## config.mk

```make
export PLATFORM = sky130hd
export DESIGN_NAME = rom_read_arbiter
export DESIGN_NICKNAME = d
export VERILOG_FILES = /design/src/rtl/rom_ctrl_pkg.sv /design/src/rtl/rr_arb2.sv /design/src/rtl/rom_read_arbiter.sv
export SDC_FILE = /design/constraint.sdc
export NUM_CORES = 1
export LEC_CHECK = 0
export BUFFER_PORTS_ARGS = -buffer_cell sky130_fd_sc_hd__buf_2
export CAP_MARGIN = 10
export CORE_ASPECT_RATIO = 1.4
export CORE_MARGIN = 3
export CORE_UTILIZATION = 45
export DETAILED_ROUTE_END_ITERATION = 12
export PLACE_DENSITY = 0.73
export SETUP_SLACK_MARGIN = 0.1
export SYNTH_ARGS = -nofsm -noshare
export SYNTH_HDL_FRONTEND = slang
export SYNTH_HIERARCHICAL = 1
export SYNTH_SLANG_ARGS = --single-unit
```

## constraint.sdc

```tcl
create_clock -name clk -period 3.15 [get_ports clk]
set_input_delay 0.63 -clock clk [delete_from_list [all_inputs] [get_ports clk]]
set_output_delay 0.63 -clock clk [all_outputs]
set_load 0.02 [all_outputs]
```

## src/rtl/rom_ctrl_pkg.sv

```systemverilog
// Shared definitions for the ROM read arbiter: FSM state encoding and
// default widths of the ROM address, ROM data and burst length fields.
package rom_ctrl_pkg;

  // Default ROM address width (512-entry lookup ROM).
  localparam int DEF_ADDR_W = 9;
  // Default ROM data width.
  localparam int DEF_DATA_W = 8;
  // Default burst length field width; a burst is len+1 beats.
  localparam int DEF_LEN_W  = 4;

  // Sequencer states: IDLE = arbitration, READ = burst on the ROM.
  typedef enum logic {
    ST_IDLE = 1'b0,
    ST_READ = 1'b1
  } state_e;

  // One-hot response select for a given owner index.
  function automatic logic [1:0] owner_onehot(input logic idx);
    logic [1:0] oh;
    if (idx) begin
      oh = 2'b10;
    end else begin
      oh = 2'b01;
    end
    return oh;
  endfunction

endpackage

```

## src/rtl/rr_arb2.sv

```systemverilog
// Two-way round-robin grant. With a single requester the grant goes to it;
// with both requesting, the requester named by prio wins.
module rr_arb2 (
  input  logic [1:0] req_valid_i,
  input  logic       prio_i,
  output logic [1:0] grant_o,
  output logic       grant_idx_o,
  output logic       grant_any_o
);

  // Combinational grant selection from the request vector and the pointer.
  always_comb begin
    grant_o     = 2'b00;
    grant_idx_o = 1'b0;
    grant_any_o = 1'b0;
    case (req_valid_i)
      2'b01: begin
        grant_o     = 2'b01;
        grant_idx_o = 1'b0;
        grant_any_o = 1'b1;
      end
      2'b10: begin
        grant_o     = 2'b10;
        grant_idx_o = 1'b1;
        grant_any_o = 1'b1;
      end
      2'b11: begin
        grant_any_o = 1'b1;
        if (prio_i) begin
          grant_o     = 2'b10;
          grant_idx_o = 1'b1;
        end else begin
          grant_o     = 2'b01;
          grant_idx_o = 1'b0;
        end
      end
      default: begin
        grant_o     = 2'b00;
        grant_idx_o = 1'b0;
        grant_any_o = 1'b0;
      end
    endcase
  end

endmodule

```

## src/rtl/rom_read_arbiter.sv

```systemverilog
// Shares one combinational lookup ROM between two burst requesters.
// Grants round-robin in IDLE, walks consecutive ROM addresses in READ and
// returns one registered data beat per cycle to the owning requester.
module rom_read_arbiter
  import rom_ctrl_pkg::*;
#(
  parameter int ADDR_W = DEF_ADDR_W,
  parameter int DATA_W = DEF_DATA_W,
  parameter int LEN_W  = DEF_LEN_W
) (
  input  logic                clk,
  input  logic                rst,
  input  logic [1:0]          req_valid,
  input  logic [2*ADDR_W-1:0] req_addr,
  input  logic [2*LEN_W-1:0]  req_len,
  output logic [1:0]          req_ready,
  output logic [1:0]          rsp_valid,
  output logic [DATA_W-1:0]   rsp_data,
  output logic                rsp_last,
  output logic                busy,
  output logic [ADDR_W-1:0]   rom_addr,
  output logic                rom_cs,
  output logic                rom_rd_en,
  input  logic [DATA_W-1:0]   rom_data
);

  // Sequencer state
  state_e              state_q, state_d;
  logic [ADDR_W-1:0]   cur_addr_q, cur_addr_d;
  logic [LEN_W-1:0]    cnt_q, cnt_d;
  logic                owner_q, owner_d;
  logic                prio_q, prio_d;

  // Response register
  logic [1:0]          rsp_valid_q, rsp_valid_d;
  logic [DATA_W-1:0]   rsp_data_q, rsp_data_d;
  logic                rsp_last_q, rsp_last_d;

  // Arbiter results
  logic [1:0]          grant_s;
  logic                grant_idx_s;
  logic                grant_any_s;

  rr_arb2 u_arb (
    .req_valid_i (req_valid),
    .prio_i      (prio_q),
    .grant_o     (grant_s),
    .grant_idx_o (grant_idx_s),
    .grant_any_o (grant_any_s)
  );

  // Next-state logic: accept a burst in IDLE, step address/count in READ.
  always_comb begin
    state_d    = state_q;
    cur_addr_d = cur_addr_q;
    cnt_d      = cnt_q;
    owner_d    = owner_q;
    prio_d     = prio_q;
    case (state_q)
      ST_IDLE: begin
        if (grant_any_s) begin
          state_d = ST_READ;
          owner_d = grant_idx_s;
          if (grant_idx_s) begin
            cur_addr_d = req_addr[ADDR_W +: ADDR_W];
            cnt_d      = req_len[LEN_W +: LEN_W];
          end else begin
            cur_addr_d = req_addr[0 +: ADDR_W];
            cnt_d      = req_len[0 +: LEN_W];
          end
        end else begin
          state_d = ST_IDLE;
        end
      end
      ST_READ: begin
        // Address wraps naturally at 2^ADDR_W.
        cur_addr_d = cur_addr_q + ADDR_W'(1);
        cnt_d      = cnt_q - LEN_W'(1);
        if (cnt_q == {LEN_W{1'b0}}) begin
          state_d = ST_IDLE;
          prio_d  = ~owner_q;
        end else begin
          state_d = ST_READ;
        end
      end
      default: begin
        state_d = ST_IDLE;
      end
    endcase
  end

  // Sequencer state register.
  always_ff @(posedge clk or posedge rst) begin
    if (rst) begin
      state_q    <= ST_IDLE;
      cur_addr_q <= {ADDR_W{1'b0}};
      cnt_q      <= {LEN_W{1'b0}};
      owner_q    <= 1'b0;
      prio_q     <= 1'b0;
    end else begin
      state_q    <= state_d;
      cur_addr_q <= cur_addr_d;
      cnt_q      <= cnt_d;
      owner_q    <= owner_d;
      prio_q     <= prio_d;
    end
  end

  // Response next values: capture ROM data each READ cycle for the owner.
  always_comb begin
    rsp_valid_d = 2'b00;
    rsp_data_d  = rsp_data_q;
    rsp_last_d  = 1'b0;
    if (state_q == ST_READ) begin
      rsp_valid_d = owner_onehot(owner_q);
      rsp_data_d  = rom_data;
      rsp_last_d  = (cnt_q == {LEN_W{1'b0}});
    end else begin
      rsp_valid_d = 2'b00;
      rsp_data_d  = rsp_data_q;
      rsp_last_d  = 1'b0;
    end
  end

  // Response register; data holds its last beat between bursts.
  always_ff @(posedge clk or posedge rst) begin
    if (rst) begin
      rsp_valid_q <= 2'b00;
      rsp_data_q  <= {DATA_W{1'b0}};
      rsp_last_q  <= 1'b0;
    end else begin
      rsp_valid_q <= rsp_valid_d;
      rsp_data_q  <= rsp_data_d;
      rsp_last_q  <= rsp_last_d;
    end
  end

  // Output decode: grant only in IDLE, ROM enabled only in READ.
  always_comb begin
    req_ready = 2'b00;
    rom_addr  = {ADDR_W{1'b0}};
    rom_cs    = 1'b0;
    rom_rd_en = 1'b0;
    busy      = 1'b0;
    if (state_q == ST_READ) begin
      rom_addr  = cur_addr_q;
      rom_cs    = 1'b1;
      rom_rd_en = 1'b1;
      busy      = 1'b1;
      req_ready = 2'b00;
    end else begin
      req_ready = grant_s;
      rom_addr  = {ADDR_W{1'b0}};
      rom_cs    = 1'b0;
      rom_rd_en = 1'b0;
      busy      = 1'b0;
    end
  end

  assign rsp_valid = rsp_valid_q;
  assign rsp_data  = rsp_data_q;
  assign rsp_last  = rsp_last_q;

endmodule

```

# After elaboration in Yosys (flattened, before gate mapping)
# Cells that the tools add are included.
# W data, S select, Z words.
[word_totals] register_bits=27 in_bits=38 word_cells=40
[op_classes] n_addsub=2 n_eq_ne=4 n_mux=20 bitwise=2 n_reduce_logical=4
[op_table] cell="$mux W9" n=3
[op_table] cell="$pmux W9 S2" n=1
[op_table] cell="$add A9 B1 Y9 const B" n=1
[op_table] cell="$mux W2" n=4
[op_table] cell="$mux W4" n=2
[op_table] cell="$pmux W4 S2" n=1
[op_table] cell="$mux W1" n=6
[op_table] cell="$pmux W2 S3" n=1
[op_table] cell="$eq A2 B2 Y1 const B" n=2
[op_table] cell="$logic_not A4 Y1" n=1
[op_table] cell="$pmux W1 S2" n=2
[op_table] cell="$reduce_and A2 Y1" n=2
[op_table] cell="$sub A4 B1 Y4 const B" n=1
[op_table] cell="$reduce_or A3 Y1" n=1
[op_table] cell="$eq A2 B1 Y1 const B" n=1
[op_table] cell="$ne A2 B2 Y1 const B" n=1
[op_table] cell="$not A1 Y1" n=2

# Longest topological paths before layout
# Gate-level depths: netlist of run 1.
[logic_depth] depth_word=5 mapped_depth=7 ltp_nobuf=5

# Modules after synthesis
# Netlist of run 1, hierarchy kept.
[by_module_without_submodules] module="rom_read_arbiter" n_inst=1 cells_per_inst=149 area_each_um2=1535.2 seq_area_each_um2=675.6
[by_module_without_submodules] module="rr_arb2" n_inst=1 cells_per_inst=5 area_each_um2=32.5 seq_area_each_um2=0.0

# Worst setup path before layout of run 1
# OpenSTA, ideal clock, no wires.
[synth_path] path_type="reg2out" start="register state_q" end="output rom_addr[1]" arrival_time_ns=1.336 path_slack_ns=1.184 stages_incl_launch_ff=5 n_path_buf=3 path_cell_list="dfrtp_1 > buf_2 > buf_2 > clkbuf_1 > and2_1"
[synth_between] elab_chain_len=1
[synth_rtl] element="start, declared" line="rom_read_arbiter.sv:28" text="state_e state_q, state_d;"
[synth_rtl] element="start signal, assigned" line="rom_read_arbiter.sv:101" text="state_q <= state_d;"
[synth_rtl] element="$mux W9" line="rom_read_arbiter.sv:145" text="if (state_q == ST_READ) begin"
[synth_rtl] element="end, declared" line="rom_read_arbiter.sv:21" text="output logic [ADDR_W-1:0] rom_addr,"
# No other way between the ends.

# Final worst setup path of run 1
[layout_path] start="register state_q" end="output rom_addr[8]"
# The elaborated chain is that of the path after synthesis.

==> impl_metrics.py, run 1 <==
metrics = {
    "outcome": {
        "status": "complete, no violations",
    },
    "cells_and_area": {
        "layout.nets": 250,
        "design_area_um2": 1910,
        "syn_to_final_growth_pct": 21.7,
        "diodes": 0,
        "layout-drive-gt1-share_pct": 38.9,
        "nFillCells": 278,
        "multiInputGateArea_um2": 795,
        "stdcell_count": 247,
        "regArea_um2": 676,
    },
    "synth": {
        "synth_common_cells": "dfrtp_1 (27), nor2_1 (17), mux2i_1 (13)",
        "netlist-cell-type-count": 33,
        "synth_seq_cells": 27,
        "syn_inst": 154,
        "synth-edff-count": 0,
        "yosysMostFrequentCell": "dfrtp_1",
        "synth_top_area_cell": "dfrtp_1",
        "synth_top_cells_by_area": "dfrtp_1 (43%), mux2i_1 (8.3%), mux2_2 (5.7%), nor2_1 (4.1%), a211o_1 (3.9%)",
        "yosysSeqAreaShare_pct": 43.1,
        "yosysTopAreaCellShare_pct": 43.1,
        "ys_warn_count": 6,
        "syn_area_per_cell_um2": 10.2,
        "synth_flop_cell": "dfrtp_1",
        "synth_area_um2": 1570,
        "postSynth.asyncResetShare_pct": 100,
        "synth_nets": 195,
    },
    "route": {
        "drc_errors": 0,
        "first_pass_iters": 4,
        "viasPerCell": 5.33,
        "drtIter0Drc": 58,
        "wire_per_inst_um": 14.0,
        "drtAntennaViolNets": 0,
        "routed_wirelength_mm": 3.46,
        "vias": 1317,
    },
    "power_and_ir_drop": {
        "vdd_drop_max_mv": 0.547,
        "p_per_area_nw_per_um2": 905,
        "p_leak_nw": 0.970,
        "power.total_w": 0.00173,
    },
    "floorplan": {
        "initial_utilization_pct": 48.8,
        "core_um2": 3210,
        "num_io_pins": 63,
        "die_x_um": 55.9,
        "die_area_um2": 4240,
        "die_h_um": 75.8,
        "core.rowCount": 24,
    },
    "place": {
        "io_buffers": 62,
        "place_area_um2": 1860,
        "dp_slack_ns": 1.02,
        "detailed_place_hpwl_mm": 2.61,
        "post-place-cells": 243,
        "gp_congestion": 0.716,
    },
    "cts": {
        "cts.path.max_buffers": 2,
        "h-tree-depth": 1,
        "cts_buffers": 3,
        "cts_tree": "built",
        "cts_resized": 0,
        "cts-root-buf": "clkbuf_8",
        "insertion_delay_ns": 0.27,
        "path_clk_slew_ns": 0.09,
        "cts_setup_buffers": 0,
        "cts_hold_buf": 0,
        "clock-sinks": 27,
    },
    "global_routing": {
        "track_usage_pct": 16.5,
        "grt_pass1_wl_mm": 5.64,
        "antenna_found_initial": 0,
        "grt_remaining_overflow": 0,
        "grt_start_max_net_pins": 34,
        "grt_pass1_vias": 1328,
    },
    "hold_path": {
        "hp-class": "reg2reg",
        "holdPathEnd": "rsp_valid[0]",
        "hold_depth": 1,
        "hp-start": "owner_q",
    },
    "timing": {
        "period_minus_slack_ns": 2.28,
        "skew_ns": 0.00455,
        "setup_tns_ns": 0,
        "worstMarginPinSlew_ns": 1.01,
        "max_freq_ghz": 0.438,
        "hold_viol": 0,
        "worst_slack_ns": 0.868,
        "final-setup-viol-count": 0,
        "fin_crit_sh_pct": 72.5,
        "rsz0062_at_grt": "no",
        "slew_violations": 0,
        "maxSlewHeadroom_pct": 32.6,
    },
    "setup_path": {
        "critPathKind": "reg2out",
        "timing.rr.start": "state_q",
        "regToRegSetupSlack_ns": 1.24,
        "crit_chain": "buf_4 -> and2_1 -> buf_2",
        "startpoint_type": "flop",
        "endpoint_kind": "primary output",
        "path_max_fanout": 33,
        "crit-reg2reg-capture": "cur_addr_q[8]",
        "slowest_delay_ns": 0.61,
        "critPathArrivalTime_ns": 1.65,
        "slowest_stage": "dfrtp_1",
        "rr_worst_depth": 4,
        "cp.required_ns": 2.52,
    },
    "run": {
        "drv_cap": 0,
    },
}
==> stage by stage <==
| stage | hold WS, ns | util [%] |
|---|---|---|
| after floorplan | 0.426 | - |
| after global placement | 0.454 | 58.0 |
| after detailed placement | 0.455 | 58.0 |
| after CTS | 0.471 | 59.4 |
| after global routing | 0.509 | 59.4 |
| final | 0.465 | 59.4 |
==> cell usage in the layout (no fill, tap or decap), types with 7 or more instances in the layout <==
| master | n |
|---|---|
| buf_2 | 62 |
| mux2i_1 | 13 |
| dfrtp_1 | 27 |
| a211o_1 | 7 |
| o21ai_0 | 7 |
| nor2_1 | 17 |
| and2_1 | 9 |
| mux2_2 | 8 |
| nand3_1 | 8 |
==> worst max-delay path: cells and delay by family, from the launching register on <==
kind,cells,cell delay (ns)
simple gates,1,0.20
flops,1,0.61
buf+inv,2,0.56
==> sequential cells by signal (all words and copies together), names as in the netlist <==
name,flops
cnt_q,4
rsp_data,8
owner_q,1
state_q,1
cur_addr_q,9
rsp_valid,2
rsp_last,1
prio_q,1
==> power breakdown <==
group	switching [W]	internal, W	leakage, nW	total (W)
Sequential	0.000148	0.000498	0.318	0.000646
Clock	0.000105	0.0000906	0.0228	0.000196
Combinational	0.000491	0.000394	0.628	0.000885
==> per-layer routing <==
layer,wire length [um],GRT usage [%]
met2,1980,34.3
met4,31,4.75
met1,1300,17.2
met5,0,0
met3,157,2.37
==> cells by family after synthesis <==
logic type	count (synthesis)	share of synthesized area, %
AO/OA/AOI/OAI	32	14.7
XOR/XNOR	5	2.79
adder cells (fa/ha/maj)	3	2.39
buffers and inverters	19	6.46
flip-flops	27	43.1
multiplexers	21	14.0
AND/OR/NAND/NOR	47	16.5
==> cell type report <==
class	count	area share, %
Sequential cell	27	35.4
Multi-Input combinational cell	108	41.6
Inverter	5	0.984
Clock buffer	4	2.36
Tap cell	39	2.56
Timing Repair Buffer	64	17.0
==> worst max path at each step <==
| stage | to | cells past startpoint | start | slack (ns) |
|---|---|---|---|---|
| floorplan | rom_addr[1] | 4 | state_q | 1.18 |
| global placement | cur_addr_q[0] | 6 | req_valid[0] | 1.09 |
| detailed placement | cur_addr_q[0] | 6 | req_valid[0] | 1.02 |
| CTS | rom_addr[7] | 3 | state_q | 0.85 |
| global route | rom_addr[7] | 3 | state_q | 0.75 |
| finish | rom_addr[8] | 3 | state_q | 0.87 |
(Power assumes the default switching activity.)
==> run 2, diff against run 1 <==
--- a/config.mk
+++ b/config.mk
@@ -9,7 +9,7 @@
 export CAP_MARGIN = 10
 export CORE_ASPECT_RATIO = 1.4
 export CORE_MARGIN = 3
-export CORE_UTILIZATION = 45
+export CORE_UTILIZATION = 43
 export DETAILED_ROUTE_END_ITERATION = 12
 export PLACE_DENSITY = 0.73
 export SETUP_SLACK_MARGIN = 0.1
==> constraint.sdc (replaced) <==
create_clock -name clk -period 1.9 [get_ports clk]
set_input_delay 0.38 -clock clk [delete_from_list [all_inputs] [get_ports clk]]
set_output_delay 0.38 -clock clk [all_outputs]
set_load 0.02 [all_outputs]
==> run 2 against run 1 <==
Clock skew decreased by 0.00051 ns. Highest routed layer unchanged. Via count hardly changed. First-iteration DRC count decreased by 33%. Combinational power grew 71%. Wire length down 3.8%. Total power increased by 67%. Largest power group unchanged. Clock-buffer cell count shrank 1. Cell count up 2.8%. Design area rose by 2.5%. Non-clock buffer count is 6 higher. Critical path depth did not move. Sequential power rose by 63%. Critical path type unchanged.
==> impl_metrics.py, run 2 (synthesis gave the netlist of run 1 again) <==
metrics = {
    "cells_and_area": {
        "layout-drive-gt1-share_pct": 41.1,
        "largest_register": "cur_addr_q",
        "final_cell_mix": "buf_2 (62), dfrtp_1 (27), nor2_1 (17), mux2i_1 (13), and2_1 (9)",
        "utilization_pct": 56.8,
        "nFillCells": 329,
        "syn_to_final_growth_pct": 24.7,
        "design_area_um2": 1960,
        "layout.nets": 256,
        "diodes": 0,
        "multiInputGateArea_um2": 795,
        "regArea_um2": 676,
        "largest_register_ffs": 9,
        "mostFrequentLayoutCell": "buf_2",
    },
    "cts": {
        "cts-root-buf": "clkbuf_8",
        "path_clk_slew_ns": 0.09,
        "h-tree-depth": 1,
        "insertion_delay_ns": 0.26,
        "cts_buffers": 3,
        "cts_setup_buffers": 0,
        "cts_tree": "built",
        "cts_hold_buf": 0,
        "cts.path.max_buffers": 2,
        "clock-sinks": 27,
        "cts_resized": 0,
    },
    "setup_path": {
        "critPathKind": "reg2out",
        "regToRegSetupSlack_ns": 0.52,
        "crit-reg2reg-capture": "cur_addr_q[0]",
        "cp.required_ns": 1.52,
        "critPathArrivalTime_ns": 1.24,
        "timing.rr.start": "prio_q",
        "endpoint_kind": "primary output",
        "path_max_fanout": 17,
        "startpoint_type": "flop",
        "rr_worst_depth": 6,
        "startpoint": "state_q",
        "critPathCapture": "rom_addr[7]",
    },
    "power_and_ir_drop": {
        "p_clk_share_pct": 11.0,
        "p_leak_nw": 1.00,
        "sequentialPowerShare_pct": 36.5,
        "comb_power_share_pct": 52.5,
        "vdd_drop_max_mv": 1.00,
        "p_int_w": 0.00166,
        "power_switching_w": 0.00122,
        "p_per_area_nw_per_um2": 1470,
        "swShare_pct": 42.5,
    },
    "floorplan": {
        "core.rowCount": 25,
        "initial_utilization_pct": 45.6,
        "die_area_um2": 4420,
        "die_x_um": 57.0,
        "die_h_um": 77.4,
        "num_io_pins": 63,
        "core_um2": 3440,
    },
    "global_routing": {
        "grt_remaining_overflow": 0,
        "grt_start_max_net_pins": 28,
        "track_usage_pct": 16.1,
        "grt_pass1_wl_mm": 5.86,
        "grt_pass1_vias": 1336,
        "antenna_found_initial": 0,
    },
    "timing": {
        "maxSlewHeadroom_pct": 76.8,
        "fin_crit_sh_pct": 85.2,
        "slew_violations": 0,
        "final-setup-viol-count": 0,
        "hold_viol": 0,
        "rsz0062_at_grt": "no",
        "setup_tns_ns": 0,
        "max_freq_ghz": 0.618,
        "worstMarginPinSlew_ns": 0.347,
        "period_minus_slack_ns": 1.62,
        "skew_ns": 0.00404,
        "timing.hold.ws_ns": 0.150,
    },
    "place": {
        "detailed_place_hpwl_mm": 2.65,
        "io_buffers": 62,
        "gp_congestion": 0.730,
        "place_area_um2": 1910,
    },
    "route": {
        "route.met2.wl_mm": 1.87,
        "wl_met1_mm": 1.27,
        "wl_met3_um": 164,
        "first_pass_iters": 4,
        "drtAntennaViolNets": 0,
        "vias": 1318,
        "drtIter0Drc": 39,
        "highest-signal-layer": "met4",
        "drc_errors": 0,
        "routed_wirelength_mm": 3.33,
        "wire_per_inst_um": 13.1,
        "viasPerCell": 5.19,
    },
    "outcome": {
        "status": "complete, no violations",
    },
    "run": {
        "drv_cap": 0,
    },
    "hold_path": {
        "hp-class": "in2async",
    },
}
-- run 2: cell count changes in the layout (fill, tap and decap cells not counted) --
cell / previous run / this run
clkinv_2: 0 / 1
buf_4: 2 / 8
clkbuf_1: 1 / 0
-- run 2: worst max-delay path, cell delays in order, from the launching register on --
cell,delay [ns]
dfrtp_1,0.41
buf_4,0.22
and2_1,0.17
buf_2,0.17
-- run 2: how the worst min path moves through the flow --
stage	startpoint	to	slack, ns	cells after the start
finish	rst	rsp_data[1]	0.15	3
global route	rst	rsp_data[0]	0.19	3
CTS	rst	rsp_data[0]	0.16	3
detailed placement	rst	rsp_data[0]	0.46	3
global placement	rst	rsp_data[0]	0.46	3
floorplan	rst	cnt_q[0]	0.43	1
-- run 2: power by group through the flow --
stage | registers (W) | logic (W) | clock network [W]
after floorplan | 0.00108 | 0.00109 | 0
after global placement | 0.00105 | 0.00151 | 0
after detailed placement | 0.00106 | 0.00153 | 0
after CTS | 0.00105 | 0.00154 | 0.000329
after global routing | 0.00110 | 0.00168 | 0.000350
final | 0.00105 | 0.00151 | 0.000317
-- run 2: layer usage --
layer	vias up	global-route usage (%)
li1	658	-
met1	622	18.9
met2	36	30.0
met3	2	2.33
met4	0	4.18
met5	-	0
-- run 2: final cells by class --
class,instances,area share [%]
multi-input combinational,108,40.6
sequential,27,34.5
timing repair buffer,70,18.9
tap,40,2.56
clock buffer,3,2.11
inverter,5,0.960
clock inverter,1,0.256
-- run 2: metrics by stage --
stage               setup WS (ns)  cells  total power [W]
floorplan                   0.184    154          0.00218
global placement            0.459    250          0.00256
detailed placement          0.429    250          0.00260
CTS                         0.266    254          0.00292
global route                0.171    254          0.00313
finish                      0.281    254          0.00288
==> run 3, diff against run 2 <==
--- a/config.mk
+++ b/config.mk
@@ -10,6 +10,7 @@
 export CORE_ASPECT_RATIO = 1.4
 export CORE_MARGIN = 3
 export CORE_UTILIZATION = 43
+export CTS_CLUSTER_SIZE = 25
 export DETAILED_ROUTE_END_ITERATION = 12
 export PLACE_DENSITY = 0.73
 export SETUP_SLACK_MARGIN = 0.1
==> constraint.sdc (replaced) <==
create_clock -name clk -period 1.9 [get_ports clk]
set_input_delay 0.38 -clock clk [delete_from_list [all_inputs] [get_ports clk]]
set_output_delay 0.38 -clock clk [all_outputs]
set_load 0.1 [all_outputs]
==> run 3 against run 2 <==
Hold slack got worse by 0.045 ns. Wire length increased by 14%. Critical path depth decreased by 1. Setup slack got worse by 0.12 ns. Utilization increased by 7.1 points. Design area increased by 13%. Via count increased by 4.4%. Sequential share of layout area decreased by 3.7 points. Die area unchanged. Clock-buffer cell count increased by 1. Clock skew decreased by 0.0014 ns. Sequential cell count unchanged.
==> impl_metrics.py, run 3 (synthesis gave the netlist of run 1 again) <==
metrics = {
    "place": {
        "detailed_place_hpwl_mm": 2.81,
        "gp_congestion": 0.724,
        "io_buffers": 62,
    },
    "timing": {
        "rsz0062_at_grt": "no",
        "slew_violations": 0,
        "hold_viol": 0,
        "maxSlewHeadroom_pct": 68.1,
        "final-setup-viol-count": 0,
        "fin_crit_sh_pct": 91.3,
        "max_freq_ghz": 0.576,
        "skew_ns": 0.00267,
        "setup_tns_ns": 0,
        "worstMarginPinSlew_ns": 0.478,
        "period_minus_slack_ns": 1.73,
    },
    "cells_and_area": {
        "largest_register_ffs": 9,
        "layout-drive-gt1-share_pct": 45.3,
        "mostFrequentLayoutCell": "buf_2",
        "diodes": 0,
        "syn_to_final_growth_pct": 40.4,
        "layout.nets": 254,
        "largest_register": "cur_addr_q",
        "final_cell_mix": "buf_2 (48), dfrtp_1 (26), nor2_1 (17), buf_12 (15), mux2i_1 (13)",
    },
    "setup_path": {
        "cp.required_ns": 1.52,
        "timing.rr.start": "state_q",
        "crit-reg2reg-capture": "cur_addr_q[7]",
        "rr_worst_depth": 3,
        "regToRegSetupSlack_ns": 0.43,
        "critPathArrivalTime_ns": 1.35,
        "endpoint_kind": "primary output",
        "path_max_fanout": 18,
        "startpoint_type": "flop",
        "critPathCapture": "rom_rd_en",
        "critPathKind": "reg2out",
        "startpoint": "state_q",
    },
    "cts": {
        "cts-root-buf": "clkbuf_8",
        "cts.path.max_buffers": 2,
        "insertion_delay_ns": 0.27,
        "clock-sinks": 27,
        "path_clk_slew_ns": 0.09,
        "cts_tree": "built",
        "cts_buffers": 3,
        "cts_resized": 0,
        "h-tree-depth": 1,
    },
    "floorplan": {
        "core_um2": 3440,
        "num_io_pins": 63,
        "die_area_um2": 4420,
        "die_x_um": 57.0,
        "die_h_um": 77.4,
        "initial_utilization_pct": 45.6,
        "core.rowCount": 25,
    },
    "route": {
        "routed_wirelength_mm": 3.79,
        "first_pass_iters": 4,
        "wire_per_inst_um": 15.0,
        "viasPerCell": 5.46,
        "vias": 1376,
        "drtAntennaViolNets": 0,
        "drc_errors": 0,
        "drtIter0Drc": 48,
    },
    "global_routing": {
        "grt_remaining_overflow": 0,
        "grt_pass1_vias": 1430,
        "grt_pass1_wl_mm": 6.35,
        "antenna_found_initial": 0,
        "grt_start_max_net_pins": 30,
        "track_usage_pct": 17.8,
    },
    "hold_path": {
        "hp-class": "in2async",
    },
    "outcome": {
        "status": "complete, no violations",
    },
    "run": {
        "drv_cap": 0,
    },
}
run 3: repair_timing:
| action | 4_1_cts | 5_1_grt |
|---|---|---|
| setup buffers | 1 | 0 |
| hold endpoints to repair | 0 | 0 |
| hold buffers | 0 | 0 |
| endpoints found under the setup margin | 3 | 0 |
run 3: through the flow:
stage,hold slack (ns),util [%],setup WS [ns],instance area (um^2),instances
floorplan,0.426,-,0.0831,1630,154
global placement,0.402,62.3,0.369,2140,247
detailed placement,0.418,62.3,0.308,2140,247
CTS,0.119,64.0,0.159,2200,252
global route,0.132,64.0,0.113,2200,252
finish,0.106,64.0,0.165,2200,252
run 3: final cells by class:
class | count | area, um^2
inverters | 5 | 18.8
clock buffers | 4 | 45.0
multi-input cells | 108 | 826
well taps | 40 | 50.0
fillers | 292 | 1240
repair buffers | 68 | 582
flip-flops and latches | 27 | 679
run 3: worst min-delay path by stage:
stage,from,to,slack [ns],cells after the start
2_1_floorplan,rst,cnt_q[0],0.43,1
3_3_place_gp,rst,rsp_data[0],0.40,2
3_5_place_dp,rst,rsp_data[0],0.42,2
4_1_cts,rst,rsp_data[0],0.12,2
5_1_grt,rst,cur_addr_q[7],0.13,2
6_report,rst,rsp_data[7],0.11,2
run 3: layer usage:
metal  vias up  GRT usage, %  part of all wire, %
met3         8          3.00                  6.5
li1        656             -                    -
met5         -             0                    0
met4         0          5.80                  1.4
met2        54          33.0                   54
met1       658          20.2                   38
run 3: worst max-delay path, cell delays in order, from the launching register on:
cell	delay, ns
dfrtp_4	0.59
buf_4	0.29
buf_12	0.20
Power of run 3 is left out: the tool's default activity adds up to more than one toggle a clock period on the data nets, which glitch-free logic cannot reach.
